File: src/rtl/mtm_alu_result_deserializer.sv
`default_nettype none
// ============================================================================
// Module   : mtm_alu_result_deserializer
// Purpose  : Rebuilds the result word C and control byte CTL from the ALU
//            result serial line; reports good, error-only and broken frames.
// Option   : define MTM_RX_CRC_CHECK_EN to verify CTL[2:0] as a CRC3.
// Revision : 1.0 - initial release
// ============================================================================
module mtm_alu_result_deserializer #(
    parameter int DATA_BYTES  = 4,
    parameter int GAP_TIMEOUT = 16
) (
    input  logic                    clk,
    input  logic                    rst,
    input  logic                    sin,
    output logic [8*DATA_BYTES-1:0] C_out,
    output logic [7:0]              CTL_out,
    output logic                    result_valid,
    output logic                    err_valid,
    output logic                    frame_err
);

    localparam int c_dw  = 8 * DATA_BYTES;
    localparam int c_cw  = $clog2(DATA_BYTES + 1);
    localparam int c_tw  = $clog2(GAP_TIMEOUT + 1);
    localparam logic [c_cw-1:0] c_full    = c_cw'(DATA_BYTES);
    localparam logic [c_tw-1:0] c_gap_max = c_tw'(GAP_TIMEOUT);

    typedef enum logic [2:0] {
        ST_IDLE   = 3'd0,
        ST_FLAG   = 3'd1,
        ST_SHIFT  = 3'd2,
        ST_STOP   = 3'd3,
        ST_CHECK  = 3'd4,
        ST_GAP    = 3'd5,
        ST_RESYNC = 3'd6
    } state_t;

    state_t          state_q, state_d;
    logic [2:0]      bit_cnt_q, bit_cnt_d;
    logic [7:0]      byte_q, byte_d;
    logic            flag_q, flag_d;
    logic [c_cw-1:0] cnt_q, cnt_d;
    logic [c_tw-1:0] timer_q, timer_d;
    logic [c_dw-1:0] data_q, data_d;
    logic [c_dw-1:0] c_out_q, c_out_d;
    logic [7:0]      ctl_out_q, ctl_out_d;
    logic            result_valid_q, result_valid_d;
    logic            err_valid_q, err_valid_d;
    logic            frame_err_q, frame_err_d;
    logic            w_crc_ok;
    logic [c_dw+7:0] w_shift;

`ifdef MTM_RX_CRC_CHECK_EN
    logic [2:0] crc_q, crc_d;
    logic       w_crc_fb;
`endif

    assign w_shift = {data_q, byte_q};

    always_comb begin
        state_d        = state_q;
        bit_cnt_d      = bit_cnt_q;
        byte_d         = byte_q;
        flag_d         = flag_q;
        cnt_d          = cnt_q;
        timer_d        = timer_q;
        data_d         = data_q;
        c_out_d        = c_out_q;
        ctl_out_d      = ctl_out_q;
        result_valid_d = 1'b0;
        err_valid_d    = 1'b0;
        frame_err_d    = 1'b0;
`ifdef MTM_RX_CRC_CHECK_EN
        crc_d    = crc_q;
        w_crc_fb = crc_q[2] ^ sin;
        w_crc_ok = (crc_q == byte_q[2:0]);
`else
        w_crc_ok = 1'b1;
`endif

        case (state_q)
            ST_IDLE: begin
                if (!sin) begin
                    state_d = ST_FLAG;
                    timer_d = '0;
                end
            end

            ST_FLAG: begin
                flag_d    = sin;
                bit_cnt_d = 3'd7;
                state_d   = ST_SHIFT;
`ifdef MTM_RX_CRC_CHECK_EN
                if (cnt_q == '0) begin
                    crc_d = '0;
                end
`endif
            end

            ST_SHIFT: begin
                byte_d = {byte_q[6:0], sin};
`ifdef MTM_RX_CRC_CHECK_EN
                // CTL[7] is 0 in any frame that can pass, so it stands in for the pad bit
                if (!flag_q || (bit_cnt_q >= 3'd3)) begin
                    crc_d = {crc_q[1], crc_q[0] ^ w_crc_fb, w_crc_fb};
                end
`endif
                if (bit_cnt_q == 3'd0) begin
                    state_d = ST_STOP;
                end else begin
                    bit_cnt_d = bit_cnt_q - 3'd1;
                end
            end

            ST_STOP: begin
                if (!sin) begin
                    frame_err_d = 1'b1;
                    cnt_d       = '0;
                    state_d     = ST_RESYNC;
                end else begin
                    // Packet is judged here so the pulse shows during CHECK
                    state_d = ST_CHECK;
                    if (!flag_q) begin
                        if (cnt_q < c_full) begin
                            data_d = w_shift[c_dw-1:0];
                            cnt_d  = cnt_q + 1'b1;
                        end else begin
                            frame_err_d = 1'b1;
                            cnt_d       = '0;
                        end
                    end else if ((cnt_q == c_full) && !byte_q[7]) begin
                        cnt_d = '0;
                        if (w_crc_ok) begin
                            c_out_d        = data_q;
                            ctl_out_d      = byte_q;
                            result_valid_d = 1'b1;
                        end else begin
                            frame_err_d = 1'b1;
                        end
                    end else if ((cnt_q == '0) && byte_q[7]) begin
                        ctl_out_d   = byte_q;
                        err_valid_d = 1'b1;
                    end else begin
                        frame_err_d = 1'b1;
                        cnt_d       = '0;
                    end
                end
            end

            ST_CHECK: begin
                if (!sin) begin
                    state_d = ST_FLAG;
                    timer_d = '0;
                end else if (cnt_q != '0) begin
                    state_d = ST_GAP;
                end else begin
                    state_d = ST_IDLE;
                end
            end

            ST_GAP: begin
                if (!sin) begin
                    state_d = ST_FLAG;
                    timer_d = '0;
                end else begin
                    timer_d = (timer_q == c_gap_max) ? timer_q : timer_q + 1'b1;
                    if (timer_d == c_gap_max) begin
                        frame_err_d = 1'b1;
                        cnt_d       = '0;
                        state_d     = ST_IDLE;
                    end
                end
            end

            ST_RESYNC: begin
                if (sin) begin
                    state_d = ST_IDLE;
                end
            end

            default: state_d = ST_IDLE;
        endcase
    end

    always_ff @(posedge clk) begin
        if (rst) begin
            state_q        <= ST_IDLE;
            bit_cnt_q      <= '0;
            byte_q         <= '0;
            flag_q         <= 1'b0;
            cnt_q          <= '0;
            timer_q        <= '0;
            data_q         <= '0;
            c_out_q        <= '0;
            ctl_out_q      <= '0;
            result_valid_q <= 1'b0;
            err_valid_q    <= 1'b0;
            frame_err_q    <= 1'b0;
        end else begin
            state_q        <= state_d;
            bit_cnt_q      <= bit_cnt_d;
            byte_q         <= byte_d;
            flag_q         <= flag_d;
            cnt_q          <= cnt_d;
            timer_q        <= timer_d;
            data_q         <= data_d;
            c_out_q        <= c_out_d;
            ctl_out_q      <= ctl_out_d;
            result_valid_q <= result_valid_d;
            err_valid_q    <= err_valid_d;
            frame_err_q    <= frame_err_d;
        end
    end

`ifdef MTM_RX_CRC_CHECK_EN
    always_ff @(posedge clk) begin
        if (rst) begin
            crc_q <= '0;
        end else begin
            crc_q <= crc_d;
        end
    end
`endif

    assign C_out        = c_out_q;
    assign CTL_out      = ctl_out_q;
    assign result_valid = result_valid_q;
    assign err_valid    = err_valid_q;
    assign frame_err    = frame_err_q;

endmodule
`default_nettype wire

File: config.mk
export PLATFORM = sky130hd
export DESIGN_NAME = mtm_alu_result_deserializer
export DESIGN_NICKNAME = d
export VERILOG_FILES = /design/src/rtl/mtm_alu_result_deserializer.sv
export SDC_FILE = /design/constraint.sdc
export NUM_CORES = 1
export LEC_CHECK = 0
export CAP_MARGIN = 20
export CORE_ASPECT_RATIO = 1.75
export CORE_MARGIN = 4
export CORE_UTILIZATION = 35
export CTS_CLUSTER_SIZE = 24
export DETAILED_ROUTE_END_ITERATION = 6
export PLACE_DENSITY = 0.58
export SKIP_CTS_REPAIR_TIMING = 1
export SLEW_MARGIN = 30
export SYNTH_ARGS = -nofsm -noshare
export SYNTH_HDL_FRONTEND = slang
export SYNTH_SLANG_ARGS = --single-unit
export TNS_END_PERCENT = 10
File: constraint.sdc
create_clock -name clk -period 1.87 [get_ports clk]
set_input_delay 0.2805 -clock clk [delete_from_list [all_inputs] [get_ports clk]]
set_output_delay 0.2805 -clock clk [all_outputs]
set_load 0.05 [all_outputs]
==> results.sh, run 1 <==
export IMPL_status="finished clean"
export IMPL_synth_edff_count=0
export IMPL_ys_seq_area_frac=0.494
export IMPL_arrival_ps=1530
export IMPL_cp_required_ps=1590
export IMPL_yosysMostFrequentCell="nand2_1"
export IMPL_final_hold_viol_count=0
export IMPL_crit_type="reg -> out"
export IMPL_synth_xor_area_share=0.00441
export IMPL_netlist_top_cells_count="151 x nand2_1, 98 x dfxtp_1, 83 x a21oi_1"
export IMPL_hold_class="in -> reg"
export IMPL_grt_setup_unrepaired="no"
export IMPL_fill_cells=1157
export IMPL_drv_slew=0
export IMPL_slew_limit_headroom=0.660
export IMPL_num_antenna_cells=0
export IMPL_slowest_delay_ps=820
export IMPL_fin_ws_ps=64.3
export IMPL_ant_nets=0
export IMPL_cap_viol_max_count=0
export IMPL_setup_violations=0
export IMPL_core_area_um2=11100
export IMPL_busiest_layer="met2"
export IMPL_synth_compound_area_share=0.164
export IMPL_ys_seq_elements=98
export IMPL_via_count=3409
export IMPL_cts_buffers=9
export IMPL_clk_pin_slew_ps=60
export IMPL_crit_fanout=3
export IMPL_worst_slew_pin_slew_ps=509
export IMPL_synthFlopType="dfxtp_1"
export IMPL_synthSimpleGateAreaFrac=0.244
export IMPL_dr_pass1_iters=4
export IMPL_multi_input_area_um2=1820
export IMPL_grt_usage=0.151
export IMPL_stdcell_count=671
export IMPL_cp_start_kind="flip-flop"
export IMPL_drtIter0Drc=183
export IMPL_synth_nets=501
export IMPL_dp_cells=655
export IMPL_drive_above_1_share=0.0983
export IMPL_cts_path_max_buffers=2
export IMPL_place_hpwl_um=6650
export IMPL_synthMuxAreaShare=0.0227
export IMPL_die_w_um=88.5
export IMPL_wirelength_um=9470
export IMPL_path_buf_inv=1
export IMPL_synth_cell_type_count=45
export IMPL_syn_to_final_growth_pct=24.8
export IMPL_syn_inst=492
export IMPL_io_buffer_count=45
export IMPL_wl_per_cell_um=14.1
export IMPL_die_area_um2=13200
export IMPL_synth_top_area_frac=0.494
export IMPL_grt_ovfl_total=0
export IMPL_yosys_warnings=0
export IMPL_synthAdderAreaFrac=0.0189
export IMPL_die_height_um=149
export IMPL_drc_errors=0
export IMPL_timing_final_crit_period_ps=1810
export IMPL_worstSetupEndpointType="output port"
export IMPL_cts_tree="done"
export IMPL_p_per_area_nw_per_um2=1020
export IMPL_synthTopCellsByArea="dfxtp_1 49%, nand2_1 14%, a21oi_1 10%"
export IMPL_crit_slowest_cell="clkdlybuf4s50_1"
export IMPL_use_met1=0.164
export IMPL_cts_sinks=98
export IMPL_num_io_pins=46
export IMPL_syn_area_per_cell_um2=8.07
export IMPL_vdd_drop_max_v=0.000607
export IMPL_power_leakage_nw=1.75
export IMPL_gr_usage_met2=0.283
export IMPL_post_synth_top_area_cell="dfxtp_1"
export IMPL_synth_async_reset_ratio=0
export IMPL_antenna_found_initial=0
export IMPL_netlist_area_um2=3970
export IMPL_met3_usage=0.0249
export IMPL_finalCritPeriodShare=0.966
export IMPL_grt_max_degree=99
export IMPL_cts_root_buffer="clkbuf_16"
export IMPL_rows=51
export IMPL_grt_pass1_wl_um=15700
export IMPL_start_util=0.358
export IMPL_grt_pass1_vias=3302
export IMPL_worstSkewPairLatency_ps=330
export IMPL_place_congestion=0.867
export IMPL_post_place_ws_ps=-32.7
export IMPL_seq_area_um2=1960
export IMPL_cp_top_family="buffers and inverters"
export IMPL_fmax_mhz=554
export IMPL_crit_path_cell_trace="clkdlybuf4s50_1"
export IMPL_synth_top_family_by_area="simple AND/OR/NAND/NOR gates"
export IMPL_drt_vias_per_instance=5.08
export IMPL_fin_skew_ps=3.93
export IMPL_htreeDepth=3
export IMPL_nNetsFinal=543
-- routing by layer --
layer / share of wire / wire length (um)
met1: 0.38 / 3590
met3: 0.024 / 229
met5: 0 / 0
met4: 0.025 / 236
met2: 0.57 / 5420
-- final timing paths --
kind / startpoint / end / slack (ps) / cells past startpoint
worst max-delay path: CTL_out[7] / CTL_out[7] / 60 / 1
worst min-delay path: rst / cnt_q[2] / 450 / 5
worst max register to register: cnt_q[2] / C_out[5] / 150 / 5
worst min register to register: data_q[31] / C_out[31] / 450 / 2
-- placed cells by master (no fill, tap or decap), types with 4 or more instances in the layout --
cell / Yosys / routed
a211oi_1: 6 / 6
a21oi_1: 83 / 83
and3b_1: 4 / 4
buf_12: 0 / 6
buf_4: 0 / 22
clkbuf_16: 0 / 9
clkdlybuf4s50_1: 0 / 34
dfxtp_1: 98 / 98
ha_1: 6 / 6
inv_1: 12 / 12
mux2i_1: 9 / 9
nand2_1: 151 / 151
nand3_1: 9 / 9
nand3b_1: 4 / 4
nor2_1: 22 / 22
nor2b_1: 4 / 4
nor3_1: 4 / 4
o21ai_0: 10 / 10
-- registers in the layout, indices dropped and copies added (netlist names) --
register,cells
CTL_out,8
state_q,3
byte_q,8
frame_err,1
timer_q,5
cnt_q,3
result_valid,1
C_out,32
data_q,32
flag_q,1
err_valid,1
bit_cnt_q,3
-- per-stage QoR --
step	util	hold WS (ps)	setup TNS (ps)	area, um^2	power (mW)
2_1_floorplan	-	432	0	3970	2.91
3_3_place_gp	0.416	442	0	4620	3.13
3_5_place_dp	0.416	446	-43.2	4620	3.16
4_1_cts	0.445	443	0	4950	5.12
5_1_grt	0.446	468	0	4960	5.33
6_report	0.446	451	0	4960	5.06
-- final cells by class --
class | instances | area share
clock buffers | 12 | 0.0538
clock inverters | 4 | 0.0114
inverters | 12 | 0.00909
multi-input cells | 349 | 0.367
flip-flops and latches | 98 | 0.396
well taps | 132 | 0.0333
repair buffers | 64 | 0.130
-- kinds of logic after synthesis --
| logic type | after synthesis |
|---|---|
| AO/OA/AOI/OAI | 116 |
| XOR/XNOR | 2 |
| adder cells (fa/ha/maj) | 6 |
| buffers and inverters | 45 |
| flip-flops | 98 |
| multiplexers | 9 |
| AND/OR/NAND/NOR | 216 |
-- report_power, final --
part	leakage (nW)	internal, mW	switching, mW
clock network	0.160	1.16	0.781
logic	0.804	0.336	0.555
registers	0.790	2.16	0.0709
Note: power is estimated with default switching activity, not from simulation.
==> run 2, diff against run 1 <==
- clock period: 1.87 -> 1.8 ns (I/O delays scaled with it)
==> run 2 against run 1 <==
  * Die area stayed put
  * Critical path type unchanged
  * Highest routed layer unchanged
  * Design area is 1.3% lower
  * Global-route usage is 0.15 points lower
  * Flip-flop and latch count stayed put
==> results.sh, run 2 (synthesis gave the netlist of run 1 again) <==
export IMPL_status="finished clean"
export IMPL_nNetsFinal=545
export IMPL_slowest_delay_ps=810
export IMPL_io_buffer_count=45
export IMPL_drc_errors=0
export IMPL_wirelength_um=9520
export IMPL_layout_common_cells="151 x nand2_1, 96 x dfxtp_1, 83 x a21oi_1"
export IMPL_setup_violations=0
export IMPL_comb_power_share=0.182
export IMPL_wl_per_cell_um=14.2
export IMPL_path_buf_inv=1
export IMPL_final_hold_viol_count=0
export IMPL_hold_path_end="cnt_q[2]"
export IMPL_worstSkewPairLatency_ps=340
export IMPL_ant_nets=0
export IMPL_clk_pin_slew_ps=70
export IMPL_cp_required_ps=1530
export IMPL_hold_class="in -> reg"
export IMPL_grt_usage=0.150
export IMPL_power_frac_seq=0.455
export IMPL_crit_fanout=2
export IMPL_tns_ps=0
export IMPL_cts_sinks=98
export IMPL_grt_ovfl_total=0
export IMPL_crit_path_cell_trace="clkdlybuf4s50_1"
export IMPL_power_leakage_nw=1.79
export IMPL_syn_to_final_growth_pct=23.1
export IMPL_cp_top_family="buffers and inverters"
export IMPL_vdd_drop_max_v=0.000676
export IMPL_hold_ws_ps=410
export IMPL_timing_final_crit_period_ps=1760
export IMPL_grt_pass1_vias=3145
export IMPL_p_total_mw=5.09
export IMPL_htreeDepth=3
export IMPL_drive_above_1_share=0.140
export IMPL_final_common_cell="nand2_1"
export IMPL_finalCritPeriodShare=0.977
export IMPL_die_w_um=88.5
export IMPL_crit_slowest_cell="clkdlybuf4s50_1"
export IMPL_seq_area_um2=1960
export IMPL_p_per_area_nw_per_um2=1040
export IMPL_switching_share=0.290
export IMPL_whs_path_depth=5
export IMPL_num_io_pins=46
export IMPL_num_antenna_cells=0
export IMPL_cts_path_max_buffers=2
export IMPL_drt_vias_per_instance=5.06
export IMPL_arrival_ps=1490
export IMPL_place_hpwl_um=6590
export IMPL_cts_tree="done"
export IMPL_r2r_end="C_out[18]"
export IMPL_grt_pass1_wl_um=15500
export IMPL_switchingPower_mw=1.47
export IMPL_p_int_mw=3.62
export IMPL_holdCritStartpoint="rst"
export IMPL_dr_pass1_iters=4
export IMPL_r2r_slack_ps=120
export IMPL_via_count=3406
export IMPL_pwr_share_clk=0.363
export IMPL_die_area_um2=13200
export IMPL_fin_skew_ps=4.59
export IMPL_slew_limit_headroom=0.659
export IMPL_cts_root_buffer="clkbuf_16"
export IMPL_cap_viol_max_count=0
export IMPL_grt_max_degree=99
export IMPL_worst_slew_pin_slew_ps=511
export IMPL_antenna_found_initial=0
export IMPL_place_congestion=0.861
export IMPL_grt_setup_unrepaired="no"
export IMPL_drtIter0Drc=190
export IMPL_start_util=0.358
export IMPL_cts_buffers=9
export IMPL_core_area_um2=11100
export IMPL_r2r_cells=7
export IMPL_worstSetupEndpointType="output port"
export IMPL_rows=51
export IMPL_crit_type="reg -> out"
export IMPL_crit_cells=1
export IMPL_die_height_um=149
export IMPL_multi_input_area_um2=1810
export IMPL_rr_startpoint="cnt_q[0]"
export IMPL_fill_cells=1136
export IMPL_drv_slew=0
export IMPL_fmax_mhz=568
export IMPL_cp_start_kind="flip-flop"
run 2: cell types whose count changed in the layout (fill, tap and decap cells not counted), sizes merged:
cell	delta
buf	+21
bufinv	-1
clkbuf	-1
clkdlybuf4s50	-19
clkinv	+3
clkinvlp	+1
inv	-2
run 2: power groups by stage:
stage,clock [mW],combinational [mW],sequential [mW]
floorplan,0,0.657,2.37
global placement,0,0.902,2.36
detailed placement,0,0.925,2.37
CTS,1.89,0.926,2.32
global route,1.98,1.03,2.33
finish,1.85,0.927,2.32
run 2: how the worst max path moves through the flow:
stage | slack (ps) | startpoint | to
finish | 40 | C_out[20] | C_out[20]
CTS | 0.3 | C_out[24] | C_out[24]
global placement | -130 | sin | state_q[0]
global route | 4 | C_out[20] | C_out[20]
floorplan | 110 | cnt_q[0] | C_out[10]
detailed placement | -110 | sin | state_q[2]
run 2: stage by stage:
stage / area, um^2 / cells / setup WS (ps) / util
6_report: 4890 / 673 / 41.0 / 0.440
5_1_grt: 4890 / 673 / 3.75 / 0.440
4_1_cts: 4880 / 673 / 0.346 / 0.440
3_5_place_dp: 4590 / 657 / -105 / 0.413
3_3_place_gp: 4590 / 657 / -134 / 0.413
2_1_floorplan: 3970 / 492 / 107 / -
run 2: cell type report:
cell class | instances | area share
Clock buffer | 11 | 0.0517
Clock inverter | 5 | 0.00793
Inverter | 12 | 0.00921
Multi-Input combinational cell | 349 | 0.371
Sequential cell | 98 | 0.402
Tap cell | 132 | 0.0338
Timing Repair Buffer | 66 | 0.125
run 2: layer usage:
layer	up-vias	track usage	part of all wire
met5	-	0	0
met4	0	0.0658	0.024
met3	15	0.0254	0.028
met2	44	0.274	0.57
met1	1610	0.164	0.38
li1	1737	-	-
run 2: worst register-to-register path, cell delays in order (launching register included):
cell,delay [ps]
dfxtp_1,310
inv_1,80
ha_1,210
nand3_1,130
or4_1,470
buf_12,200
nand2_1,80
a21oi_1,60
==> run 3, diff against run 2 <==
- ABC_CLOCK_PERIOD_IN_PS: default -> 1800
==> results of run 3 <==
The final DEF is identical to that of run 2; final timing and power are the same.
